==> src/rtl/ex_hazard_ctrl.sv <==
// ex_hazard_ctrl: hazard and forwarding controller for the 5-stage RV32I
// pipeline. It picks the ALU operand forwarding sources, stalls IF/ID on a
// load-use hazard, squashes wrong-path work on a registered EX redirect, and
// keeps saturating stall/flush event counters for bring-up.
//
// Build option: define EX_FWD_EN to enable operand forwarding. Without it,
// fwd_a/fwd_b stay at 00 and any used ID source that matches id_ex_rd or
// ex_mem_rd stalls ID until the producer reaches MEM/WB.
//
// Ports:
//   clk, rst                      clock, asynchronous active-high reset
//   id_valid                      IF/ID holds a real instruction
//   id_rs1/id_rs2, id_use_rs1/2   ID source registers and their read flags
//   ex_rs1/ex_rs2                 source registers held in ID/EX
//   id_ex_rd/_regwrite/_wb_sel    EX producer destination, write, load flag
//   ex_mem_rd/_regwrite           EX/MEM producer
//   mem_wb_rd/_regwrite           MEM/WB producer
//   pc_sel                        registered redirect from EX/MEM
//   stall_pc, stall_if_id         hold PC and IF/ID
//   flush_if_id, bubble_id_ex     clear IF/ID, insert a NOP into ID/EX
//   kill_ex                       drop the EX/MEM write enables at next edge
//   fwd_a, fwd_b                  00 regfile, 01 EX/MEM, 10 MEM/WB
//   state                         00 RUN, 01 STALL, 10 FLUSH
//   stall_cnt, flush_cnt          saturating event counters
//
// State  | meaning
// RUN    | normal issue
// STALL  | ID held behind a producer that cannot forward yet
// FLUSH  | one cycle after a redirect; IF/ID holds a squashed slot
module ex_hazard_ctrl #(
  parameter int CNT_W = 16
) (
  input  logic             clk,
  input  logic             rst,
  input  logic             id_valid,
  input  logic [4:0]       id_rs1,
  input  logic [4:0]       id_rs2,
  input  logic             id_use_rs1,
  input  logic             id_use_rs2,
  input  logic [4:0]       ex_rs1,
  input  logic [4:0]       ex_rs2,
  input  logic [4:0]       id_ex_rd,
  input  logic             id_ex_regwrite,
  input  logic             id_ex_wb_sel,
  input  logic [4:0]       ex_mem_rd,
  input  logic             ex_mem_regwrite,
  input  logic [4:0]       mem_wb_rd,
  input  logic             mem_wb_regwrite,
  input  logic             pc_sel,
  output logic             stall_pc,
  output logic             stall_if_id,
  output logic             flush_if_id,
  output logic             bubble_id_ex,
  output logic             kill_ex,
  output logic [1:0]       fwd_a,
  output logic [1:0]       fwd_b,
  output logic [1:0]       state,
  output logic [CNT_W-1:0] stall_cnt,
  output logic [CNT_W-1:0] flush_cnt
);

  typedef enum logic [1:0] {
    RUN   = 2'b00,
    STALL = 2'b01,
    FLUSH = 2'b10
  } state_t;

  state_t state_q, state_d;
  logic   hazard;
  logic   stall_det;

  // ID sources against the producer currently in EX
  logic ex_hit_rs1, ex_hit_rs2;
  assign ex_hit_rs1 = id_ex_regwrite && (id_ex_rd != 5'd0) && id_use_rs1 && (id_rs1 == id_ex_rd);
  assign ex_hit_rs2 = id_ex_regwrite && (id_ex_rd != 5'd0) && id_use_rs2 && (id_rs2 == id_ex_rd);

`ifdef EX_FWD_EN
  // Only a load in EX cannot be forwarded in time; everything else is
  // covered by the EX/MEM and MEM/WB bypasses.
  assign hazard = id_valid && id_ex_wb_sel && (ex_hit_rs1 || ex_hit_rs2);

  always_comb begin
    fwd_a = 2'b00;
    fwd_b = 2'b00;
    // EX/MEM holds the younger value, so it is tested first
    if (ex_mem_regwrite && (ex_mem_rd != 5'd0) && (ex_mem_rd == ex_rs1))
      fwd_a = 2'b01;
    else if (mem_wb_regwrite && (mem_wb_rd != 5'd0) && (mem_wb_rd == ex_rs1))
      fwd_a = 2'b10;
    if (ex_mem_regwrite && (ex_mem_rd != 5'd0) && (ex_mem_rd == ex_rs2))
      fwd_b = 2'b01;
    else if (mem_wb_regwrite && (mem_wb_rd != 5'd0) && (mem_wb_rd == ex_rs2))
      fwd_b = 2'b10;
  end
`else
  // No bypass: wait until the producer has left EX/MEM. MEM/WB is safe
  // because the register file writes through.
  logic mem_hit_rs1, mem_hit_rs2;
  assign mem_hit_rs1 = ex_mem_regwrite && (ex_mem_rd != 5'd0) && id_use_rs1 && (id_rs1 == ex_mem_rd);
  assign mem_hit_rs2 = ex_mem_regwrite && (ex_mem_rd != 5'd0) && id_use_rs2 && (id_rs2 == ex_mem_rd);
  assign hazard = id_valid && (ex_hit_rs1 || ex_hit_rs2 || mem_hit_rs1 || mem_hit_rs2);

  assign fwd_a = 2'b00;
  assign fwd_b = 2'b00;

  logic unused_fwd_inputs;
  assign unused_fwd_inputs = ^{id_ex_wb_sel, ex_rs1, ex_rs2, mem_wb_rd, mem_wb_regwrite};
`endif

  always_ff @(posedge clk or posedge rst) begin
    if (rst) state_q <= RUN;
    else     state_q <= state_d;
  end

  always_comb begin
    state_d      = state_q;
    stall_det    = 1'b0;
    stall_pc     = 1'b0;
    stall_if_id  = 1'b0;
    flush_if_id  = 1'b0;
    bubble_id_ex = 1'b0;
    kill_ex      = 1'b0;

    // In FLUSH the ID slot is a squashed instruction, so its hazards are moot
    stall_det = hazard && (state_q != FLUSH);

    if (pc_sel) begin
      flush_if_id  = 1'b1;
      bubble_id_ex = 1'b1;
      kill_ex      = 1'b1;
    end else if (stall_det) begin
      stall_pc     = 1'b1;
      stall_if_id  = 1'b1;
      bubble_id_ex = 1'b1;
    end

    case (state_q)
      RUN, STALL: begin
        if (pc_sel)         state_d = FLUSH;
        else if (stall_det) state_d = STALL;
        else                state_d = RUN;
      end
      FLUSH: begin
        if (pc_sel) state_d = FLUSH;
        else        state_d = RUN;
      end
      default: state_d = RUN;
    endcase
  end

  assign state = state_q;

  always_ff @(posedge clk or posedge rst) begin
    if (rst) begin
      stall_cnt <= '0;
      flush_cnt <= '0;
    end else begin
      if (stall_pc && (stall_cnt != {CNT_W{1'b1}}))
        stall_cnt <= stall_cnt + 1'b1;
      if (pc_sel && (flush_cnt != {CNT_W{1'b1}}))
        flush_cnt <= flush_cnt + 1'b1;
    end
  end

endmodule

==> config.mk <==
export PLATFORM = sky130hd
export DESIGN_NAME = ex_hazard_ctrl
export DESIGN_NICKNAME = d
export VERILOG_FILES = /design/src/rtl/ex_hazard_ctrl.sv
export SDC_FILE = /design/constraint.sdc
export NUM_CORES = 1
export LEC_CHECK = 0
export CAP_MARGIN = 10
export CORE_ASPECT_RATIO = 1.2
export CORE_MARGIN = 2
export CORE_UTILIZATION = 41
export DETAILED_ROUTE_END_ITERATION = 10
export PLACE_DENSITY = 0.8
export SYNTH_ARGS = -nofsm -noshare
export SYNTH_HDL_FRONTEND = slang
export SYNTH_SLANG_ARGS = --single-unit
==> constraint.sdc <==
create_clock -name clk -period 2.7 [get_ports clk]
set_input_delay 0.27 -clock clk [delete_from_list [all_inputs] [get_ports clk]]
set_output_delay 0.27 -clock clk [all_outputs]
set_load 0.1 [all_outputs]
==> results.cfg, run 1 <==
[run_status]
status = finished clean

[logic_synthesis]
synth.top_cell.area_share_pct = 44.6
yosysTopAreaCell = dfrtp_1
avgSynthCellArea_um2 = 10.4
ys_seq_area_share_pct = 44.6
synth_edf_count = 0
yosys_warnings = 0
synth.most_common_cell = xnor2_1
netlist_instances = 183
synth-main-ff-cell = dfrtp_1
synth_area_leaders = dfrtp_1 (45%), xnor2_1 (20%), nand4_1 (4.6%), and3_1 (3.0%), buf_4 (2.8%)
synth_seq_cells = 34
synth.distinct_cells = 35
synth_common_cells = xnor2_1 (43), dfrtp_1 (34), nand2_1 (14), nand4_1 (14)
async_flop_share_pct = 100
synth_area_um2 = 1910

[floorplan]
fp.dieArea_um2 = 5220
rows = 27
initial_core_util_pct = 42.2
coreArea_um2 = 4530
io-pin-count = 88
die_y_um = 78.7
fp.dieW_um = 66.3

[sta]
fin_worst_skew_ns = 0.0109
setup_viol = 0
fmax_mhz = 403
final_max_slew_viol_count = 0
rsz0062_at_grt = no
period_needed_ns = 2.48
tightest_slew_ns = 0.856
fin_ws_ns = 0.220
slew-limit-headroom_pct = 42.3
hold_viol = 0
fin_crit_sh_pct = 91.8

[clock_tree]
path_clk_slew_ns = 0.07
clkSinkCount = 34
post_cts_buffers = 0
root_buffer = clkbuf_8
clock_latency_ns = 0.28
hold_buffers = 0
cts_resized = 0
cts_buffer_depth = 2
cts_made_buffers = 5
h-tree-depth = 2
cts_tree = yes

[critical_path]
r2r_start = stall_cnt[0]$_DFFE_PP0P_
crit_required_ns = 2.43
crit_path_max_fanout = 4
end_kind = primary output
r2r.worst_path.cells = 7
path_class = in2out
startpoint_type = input pin
worstReg2RegEnd = stall_cnt[3]$_DFFE_PP0P_
r2r_slack_ns = 0.48
arrival_ns = 2.21

[pwr]
p_leak_nw = 1.21
peakVddDrop_mv = 1.29
power_frac_comb_pct = 39.2
pwr-share-seq_pct = 32.1
switching_power_mw = 0.844
p_total_mw = 2.00
p_clk_share_pct = 28.6
switching_share_pct = 42.2
power.density_nw_per_um2 = 740
intPower_mw = 1.16

[placement]
port-buffer-count = 66
dp_hpwl_um = 3130
place_ws_ns = 0.142
routabilityCongestion = 0.806

[job]
drv_cap = 0

[routing]
route.detailed.drc = 0
dr.pass1.iters = 4
vias = 1594
routed_via_density = 5.13
ant_nets = 0
wirelength_um = 4080
detail_route.iter0.violations = 86
routedWlPerCell_um = 13.1

[grt]
grt_first_pass_wirelength_um = 7120
grt_max_degree = 35
grt_overflow_total = 0
antenna_found_initial = 0
track_usage_pct = 17.5
grt_pass1_vias = 1604

[layout]
diodes = 0
final_util_pct = 59.8
final_layout_size_suffix_gt1_share_pct = 24.1
areaGrowthSynthToFinish_pct = 41.8
nNetsFinal = 299

[worst_hold_path]
hold_path_class = in2async
-- worst max path at each step --
stage / cells past startpoint / end / from
floorplan: 4 / stall_pc / state[1]$_DFF_PP0_
global placement: 9 / stall_cnt[7]$_DFFE_PP0P_ / ex_mem_rd[3]
detailed placement: 9 / stall_cnt[4]$_DFFE_PP0P_ / ex_mem_rd[3]
CTS: 7 / stall_pc / id_ex_rd[1]
global route: 8 / stall_pc / ex_mem_rd[4]
finish: 7 / stall_pc / id_ex_rd[1]
-- stage by stage --
step           std cells  TNS, ns  hold slack [ns]  instance area (um2)
2_1_floorplan        186  -0.0822            0.412                 1940
3_3_place_gp         303        0            0.462                 2560
3_5_place_dp         303        0            0.468                 2560
4_1_cts              311        0            0.382                 2710
5_1_grt              311        0            0.433                 2710
6_report             311        0            0.377                 2710
-- sequential cells by signal, indices dropped and copies added, names as in the netlist --
| register | flops |
|---|---|
| flush_cnt | 16 |
| stall_cnt | 16 |
| state | 2 |
-- placed cells by master (no fill, tap or decap), types with 2 or more instances in the layout --
cell type | Yosys | routed
clkbuf_8 | 0 | 6
nor2_1 | 5 | 5
buf_12 | 0 | 3
xnor2_1 | 43 | 43
inv_1 | 6 | 6
a21oi_1 | 4 | 4
nand2_1 | 14 | 14
and3_1 | 9 | 9
nand4_1 | 14 | 14
o22ai_1 | 2 | 2
clkdlybuf4s50_1 | 0 | 27
nand3_1 | 9 | 9
xor2_1 | 5 | 5
o21ai_0 | 3 | 2
ha_1 | 2 | 2
bufinv_16 | 0 | 2
conb_1 | 1 | 4
and4_1 | 3 | 3
buf_4 | 7 | 40
dfrtp_1 | 34 | 33
mux2_1 | 2 | 2
-- per-layer routing --
| layer | up-vias | GRT usage, % | share of wire, % |
|---|---|---|---|
| met4 | 0 | 4.29 | 0.98 |
| li1 | 763 | - | - |
| met1 | 779 | 20.1 | 41 |
| met5 | - | 0 | 0 |
| met2 | 48 | 30.9 | 52 |
| met3 | 4 | 5.81 | 5.4 |
-- area by class of cell --
class                   count  area [um2]
clock buffers               6        82.6
fillers                   406        1820
repair buffers             70         631
inverters                   6        22.5
flip-flops and latches     34         852
clock inverters             2        60.1
well taps                  58        72.6
multi-input cells         135         985
-- power groups by stage --
stage          logic [mW]  registers (mW)  clock network, mW
6_report            0.785           0.643              0.573
5_1_grt             0.818           0.655              0.616
4_1_cts             0.790           0.643              0.587
3_5_place_dp        0.789           0.650                  0
3_3_place_gp        0.779           0.652                  0
2_1_floorplan       0.189            1.06                  0
-- logic make-up after synthesis --
group           after synthesis  share of synthesized area (%)
flops                        34                           44.6
mux                           2                           1.18
other cells                   1                          0.197
simple gates                 65                           19.6
xor+xnor                     48                           22.0
fa+ha+maj                     2                           1.31
compound gates               14                           5.90
buf+inv                      17                           5.18
-- critical path, cell delays in order --
cell and delay (ns):
clkdlybuf4s50_1 0.46, or4_1 0.55, o21a_1 0.19, a32oi_2 0.24, buf_4 0.19, nor3_4 0.07
buf_12 0.22
(Power assumes the default switching activity.)
==> inputs of run 2 (changes only) <==
==> constraint.sdc (replaced) <==
create_clock -name clk -period 2.3 [get_ports clk]
set_input_delay 0.23 -clock clk [delete_from_list [all_inputs] [get_ports clk]]
set_output_delay 0.23 -clock clk [all_outputs]
set_load 0.1 [all_outputs]
==> run 2 against run 1 <==
Compared with the run above: die area did not move; register-to-register slack got worse by 0.34 ns; setup slack lost 0.081 ns; via count rose by 0.94%; combinational power is 19% higher; clock power down 7.2%; cell count up 2.3%; global-route usage rose by 0.29 points; routed wire length up 10%; critical path depth up 1; utilization up 3.6 points.
==> results.cfg, run 2 (synthesis gave the netlist of run 1 again) <==
[run_status]
status = finished clean

[layout]
mostFrequentLayoutCell = buf_4
num-fill-cells = 374
design_area_um2 = 2870
areaGrowthSynthToFinish_pct = 50.4
nNetsFinal = 306
final_layout_size_suffix_gt1_share_pct = 34.6
layout_common_cells = buf_4 (44), xnor2_1 (41), dlymetal6s2s_1 (20)
final_util_pct = 63.4
diodes = 0

[placement]
dp_hpwl_um = 3370
place_area_um2 = 2670
port-buffer-count = 66
place_ws_ns = -0.137
routabilityCongestion = 0.794

[job]
drv_cap = 0

[grt]
grt_pass1_vias = 1562
grt_max_degree = 35
grt_first_pass_wirelength_um = 7170
grt_overflow_total = 0
track_usage_pct = 17.8
antenna_found_initial = 0

[routing]
ant_nets = 0
routedWlPerCell_um = 14.2
wirelength_um = 4510
routed_via_density = 5.06
dr.pass1.iters = 4
vias = 1609
route.detailed.drc = 0
detail_route.iter0.violations = 97

[clock_tree]
clkSinkCount = 34
cts_made_buffers = 5
cts_tree = yes
hold_buffers = 0
clock_latency_ns = 0.28
root_buffer = clkbuf_8
cts_buffer_depth = 2
h-tree-depth = 2
path_clk_slew_ns = 0.07

[sta]
whs_ns = 0.331
fin_ws_ns = 0.139
hold_viol = 0
fin_worst_skew_ns = 0.00889
period_needed_ns = 2.16
rsz0062_at_grt = no
setup_viol = 0
fin_crit_sh_pct = 94.0
fmax_mhz = 463
final_max_slew_viol_count = 0

[floorplan]
rows = 27
fp.dieArea_um2 = 5220
coreArea_um2 = 4530
initial_core_util_pct = 42.2
fp.dieW_um = 66.3
io-pin-count = 88
die_y_um = 78.7

[worst_hold_path]
hold_path_class = in2async

[critical_path]
crit_path_max_fanout = 8
end_kind = flip-flop
crit_required_ns = 2.46
startpoint_type = flip-flop
path_class = reg2reg
arrival_ns = 2.32

[pwr]
p_leak_nw = 1.40
p_total_mw = 2.24
peakVddDrop_mv = 0.852
power.density_nw_per_um2 = 782
-- run 2: changes by cell type in the layout (fill, tap and decap cells not counted), moves of 4 or more --
cell	delta
dfrtp_1	-19
buf_4	+4
clkdlybuf4s50_1	-20
dfrtp_2	+13
dlymetal6s2s_1	+20
dfrtp_4	+6
-- run 2: worst paths after layout --
check,slack (ns),startpoint,end,cells past startpoint
min in group clk,0.48,stall_cnt[4]$_DFFE_PP0P_,stall_cnt[4]$_DFFE_PP0P_,1
min,0.33,rst,flush_cnt[14]$_DFFE_PP0P_,3
max reg2reg,0.14,stall_cnt[0]$_DFFE_PP0P_,stall_cnt[7]$_DFFE_PP0P_,8
max in group asynchronous,1.62,rst,state[0]$_DFF_PP0_,3
max,0.14,stall_cnt[0]$_DFFE_PP0P_,stall_cnt[7]$_DFFE_PP0P_,8
min reg2reg,0.48,stall_cnt[4]$_DFFE_PP0P_,stall_cnt[4]$_DFFE_PP0P_,1
-- run 2: through the flow --
| step | TNS, ns | std cells |
|---|---|---|
| after global placement | -0.837 | 308 |
| after global routing | 0 | 318 |
| after detailed placement | -1.43 | 308 |
| final | 0 | 318 |
| after floorplan | 0 | 186 |
| after CTS | 0 | 317 |
-- run 2: final cells by class --
cell class | count | area (um2) | area share [%]
Tap cell | 58 | 72.6 | 2.53
Timing Repair Buffer | 77 | 762 | 26.5
Sequential cell | 34 | 891 | 31.0
Clock buffer | 7 | 76.3 | 2.66
Clock inverter | 1 | 30.0 | 1.05
Inverter | 6 | 22.5 | 0.785
Multi-Input combinational cell | 135 | 1020 | 35.4
-- run 2: power by group --
group / internal [mW] / switching (mW) / leakage [nW]
Combinational: 0.239 / 0.699 / 0.922
Clock: 0.324 / 0.208 / 0.0524
Sequential: 0.688 / 0.0850 / 0.428
-- run 2: worst max-delay path: stages, from the launching register on --
cell and delay [ns]:
dfrtp_4 0.50, ha_1 0.24, and3_4 0.20, and4_4 0.20, a2111oi_4 0.27, buf_4 0.20, buf_4 0.13, nand4_1 0.13
xnor2_1 0.16
-- run 2: per-layer routing --
layer | routed length [um] | GRT usage (%) | part of all wire [%]
met1 | 1860 | 21.8 | 41
met2 | 2350 | 30.5 | 52
met3 | 234 | 4.67 | 5.2
met5 | 0 | 0 | 0
met4 | 73 | 4.90 | 1.6
-- run 2: repair_timing --
item	in CTS	in global routing
pin swaps	2	10
buffers inserted	1	1
gates resized for setup	0	25
setup endpoints to repair	3	9
endpoints found under the hold margin	0	0
==> inputs of run 3 (changes only) <==
--- a/config.mk
+++ b/config.mk
@@ -6,10 +6,11 @@
 export NUM_CORES = 1
 export LEC_CHECK = 0
 export CAP_MARGIN = 10
-export CORE_ASPECT_RATIO = 1.2
+export CORE_ASPECT_RATIO = 1.75
 export CORE_MARGIN = 2
 export CORE_UTILIZATION = 41
 export DETAILED_ROUTE_END_ITERATION = 10
+export GPL_ROUTABILITY_DRIVEN = 0
 export PLACE_DENSITY = 0.8
 export SYNTH_ARGS = -nofsm -noshare
 export SYNTH_HDL_FRONTEND = slang
==> constraint.sdc (replaced) <==
create_clock -name clk -period 2.3 [get_ports clk]
set_input_delay 0.46 -clock clk [delete_from_list [all_inputs] [get_ports clk]]
set_output_delay 0.46 -clock clk [all_outputs]
set_load 0.1 [all_outputs]
==> run 3 against run 2 <==
Compared with the run above: the run now ends with negative setup slack left; combinational power rose by 2.8%; sequential power barely moved; via count rose by 2.8%; largest cell class unchanged; utilization rose by 1.5 points; total power rose by 1.5%; worst hold slack improved by 0.15 ns; non-clock buffer count rose by 5; register-to-register slack improved by 0.02 ns; global-route usage rose by 0.82 points; clock power rose by 0.8%; setup slack got worse by 0.21 ns; die area rose by 0.37%.
==> results.cfg, run 3 (synthesis gave the netlist of run 1 again) <==
[sta]
hold_viol = 0
whs_ns = 0.478
fmax_mhz = 421
fin_worst_skew_ns = 0.00360
period_needed_ns = 2.38
rsz0062_at_grt = yes
fin_ws_ns = -0.0752
setup_viol = 3
fin_crit_sh_pct = 103
final_max_slew_viol_count = 0

[grt]
grt_pass1_vias = 1684
track_usage_pct = 18.6
grt_first_pass_wirelength_um = 7600
grt_max_degree = 35
grt_overflow_total = 0
antenna_found_initial = 0

[layout]
final_layout_size_suffix_gt1_share_pct = 46.0
num-fill-cells = 352
diodes = 0
nNetsFinal = 311
mostFrequentLayoutCell = buf_4
areaGrowthSynthToFinish_pct = 51.1
layout_common_cells = buf_4 (46), xnor2_1 (32), dfrtp_2 (15)

[worst_hold_path]
worstHoldStart = flush_cnt[7]$_DFFE_PP0P_
hold_path_class = reg2reg
whs_path_depth = 1
min_to = flush_cnt[7]$_DFFE_PP0P_

[run_status]
failed_checks = negative setup slack
status = complete, but fails checks

[clock_tree]
h-tree-depth = 2
cts_buffer_depth = 2
clkSinkCount = 34
cts_tree = yes
cts_made_buffers = 5
root_buffer = clkbuf_8
path_clk_slew_ns = 0.07
clock_latency_ns = 0.28
hold_buffers = 0

[critical_path]
r2r_slack_ns = 0.16
worstReg2RegEnd = stall_cnt[9]$_DFFE_PP0P_
end_kind = primary output
arrival_ns = 1.92
r2r.worst_path.cells = 7
crit_required_ns = 1.84
path_buf_inv = 3
startpoint_type = input pin
r2r_start = stall_cnt[0]$_DFFE_PP0P_
slowest_delay_ns = 0.52
path_cells = buf_6, or4_4, o21a_1, a32oi_4, buf_6, o21ai_4, buf_12
crit_path_frequent_cell = buf_6
cp_slowest_cell = or4_4
path_class = in2out
cpLargestDelayFamily = simple AND/OR/NAND/NOR gates
crit_path_max_fanout = 3

[floorplan]
coreArea_um2 = 4440
initial_core_util_pct = 42.9
io-pin-count = 88
fp.dieArea_um2 = 5240
die_y_um = 94.2
fp.dieW_um = 55.6
rows = 32

[routing]
detail_route.iter0.violations = 16
dr.pass1.iters = 4
vias = 1654
routed_via_density = 5.23
routedWlPerCell_um = 15.0
wirelength_um = 4750
ant_nets = 0
route.detailed.drc = 0

[pwr]
p_total_mw = 2.28
power.density_nw_per_um2 = 789
power_frac_comb_pct = 42.4
intPower_mw = 1.26
p_clk_share_pct = 23.6
pwr-share-seq_pct = 34.1
switching_power_mw = 1.01
peakVddDrop_mv = 0.741
switching_share_pct = 44.6
p_leak_nw = 1.31

[job]
drv_cap = 0

[placement]
port-buffer-count = 66
dp_hpwl_um = 3620
[run 3: what timing repair did]
| item | in CTS | in global routing |
|---|---|---|
| gates resized for setup | 84 | 10 |
| endpoints found under the setup margin | 17 | 7 |
| pin swaps | 22 | 13 |
| buffers inserted | 1 | 1 |
[run 3: through the flow]
step | instances | TNS (ns) | area, um2 | utilization (%) | setup WS, ns
after detailed placement | 307 | -7.92 | 2730 | 61.5 | -0.545
after global placement | 307 | -7.23 | 2730 | 61.5 | -0.495
final | 316 | -0.132 | 2880 | 64.9 | -0.0752
after global routing | 316 | -0.266 | 2880 | 64.9 | -0.0945
after CTS | 315 | -0.187 | 2900 | 65.2 | -0.0746
after floorplan | 186 | -0.777 | 2010 | - | -0.392
[run 3: power by group through the flow]
stage	sequential, mW	clock [mW]	combinational (mW)
floorplan	1.27	0	0.224
finish	0.776	0.536	0.964
CTS	0.777	0.548	0.970
global placement	0.786	0	0.950
detailed placement	0.788	0	0.959
global route	0.790	0.573	1.00
[run 3: how the worst max path moves through the flow]
stage | start | to | slack, ns | depth (start not counted)
CTS | id_ex_rd[4] | bubble_id_ex | -0.07 | 7
finish | id_ex_rd[4] | bubble_id_ex | -0.08 | 7
global placement | id_ex_rd[1] | bubble_id_ex | -0.49 | 7
floorplan | id_rs1[4] | stall_pc | -0.39 | 6
detailed placement | id_ex_rd[1] | bubble_id_ex | -0.55 | 7
global route | id_ex_rd[4] | bubble_id_ex | -0.09 | 7
[run 3: cell type report]
type                    instances  area, um2  share of cell area [%]
inverters                       6       22.5                   0.781
repair buffers                 82        689                    23.9
well taps                      51       63.8                    2.21
multi-input cells             135       1110                    38.6
clock inverters                 1       30.0                    1.04
clock buffers                   7       76.3                    2.65
flip-flops and latches         34        888                    30.8
[run 3: routing by layer]
metal | wire length, um | global-route usage [%]
met3 | 271 | 4.13
met5 | 0 | 0
met1 | 1600 | 18.8
met2 | 2730 | 34.5
met4 | 144 | 10.4
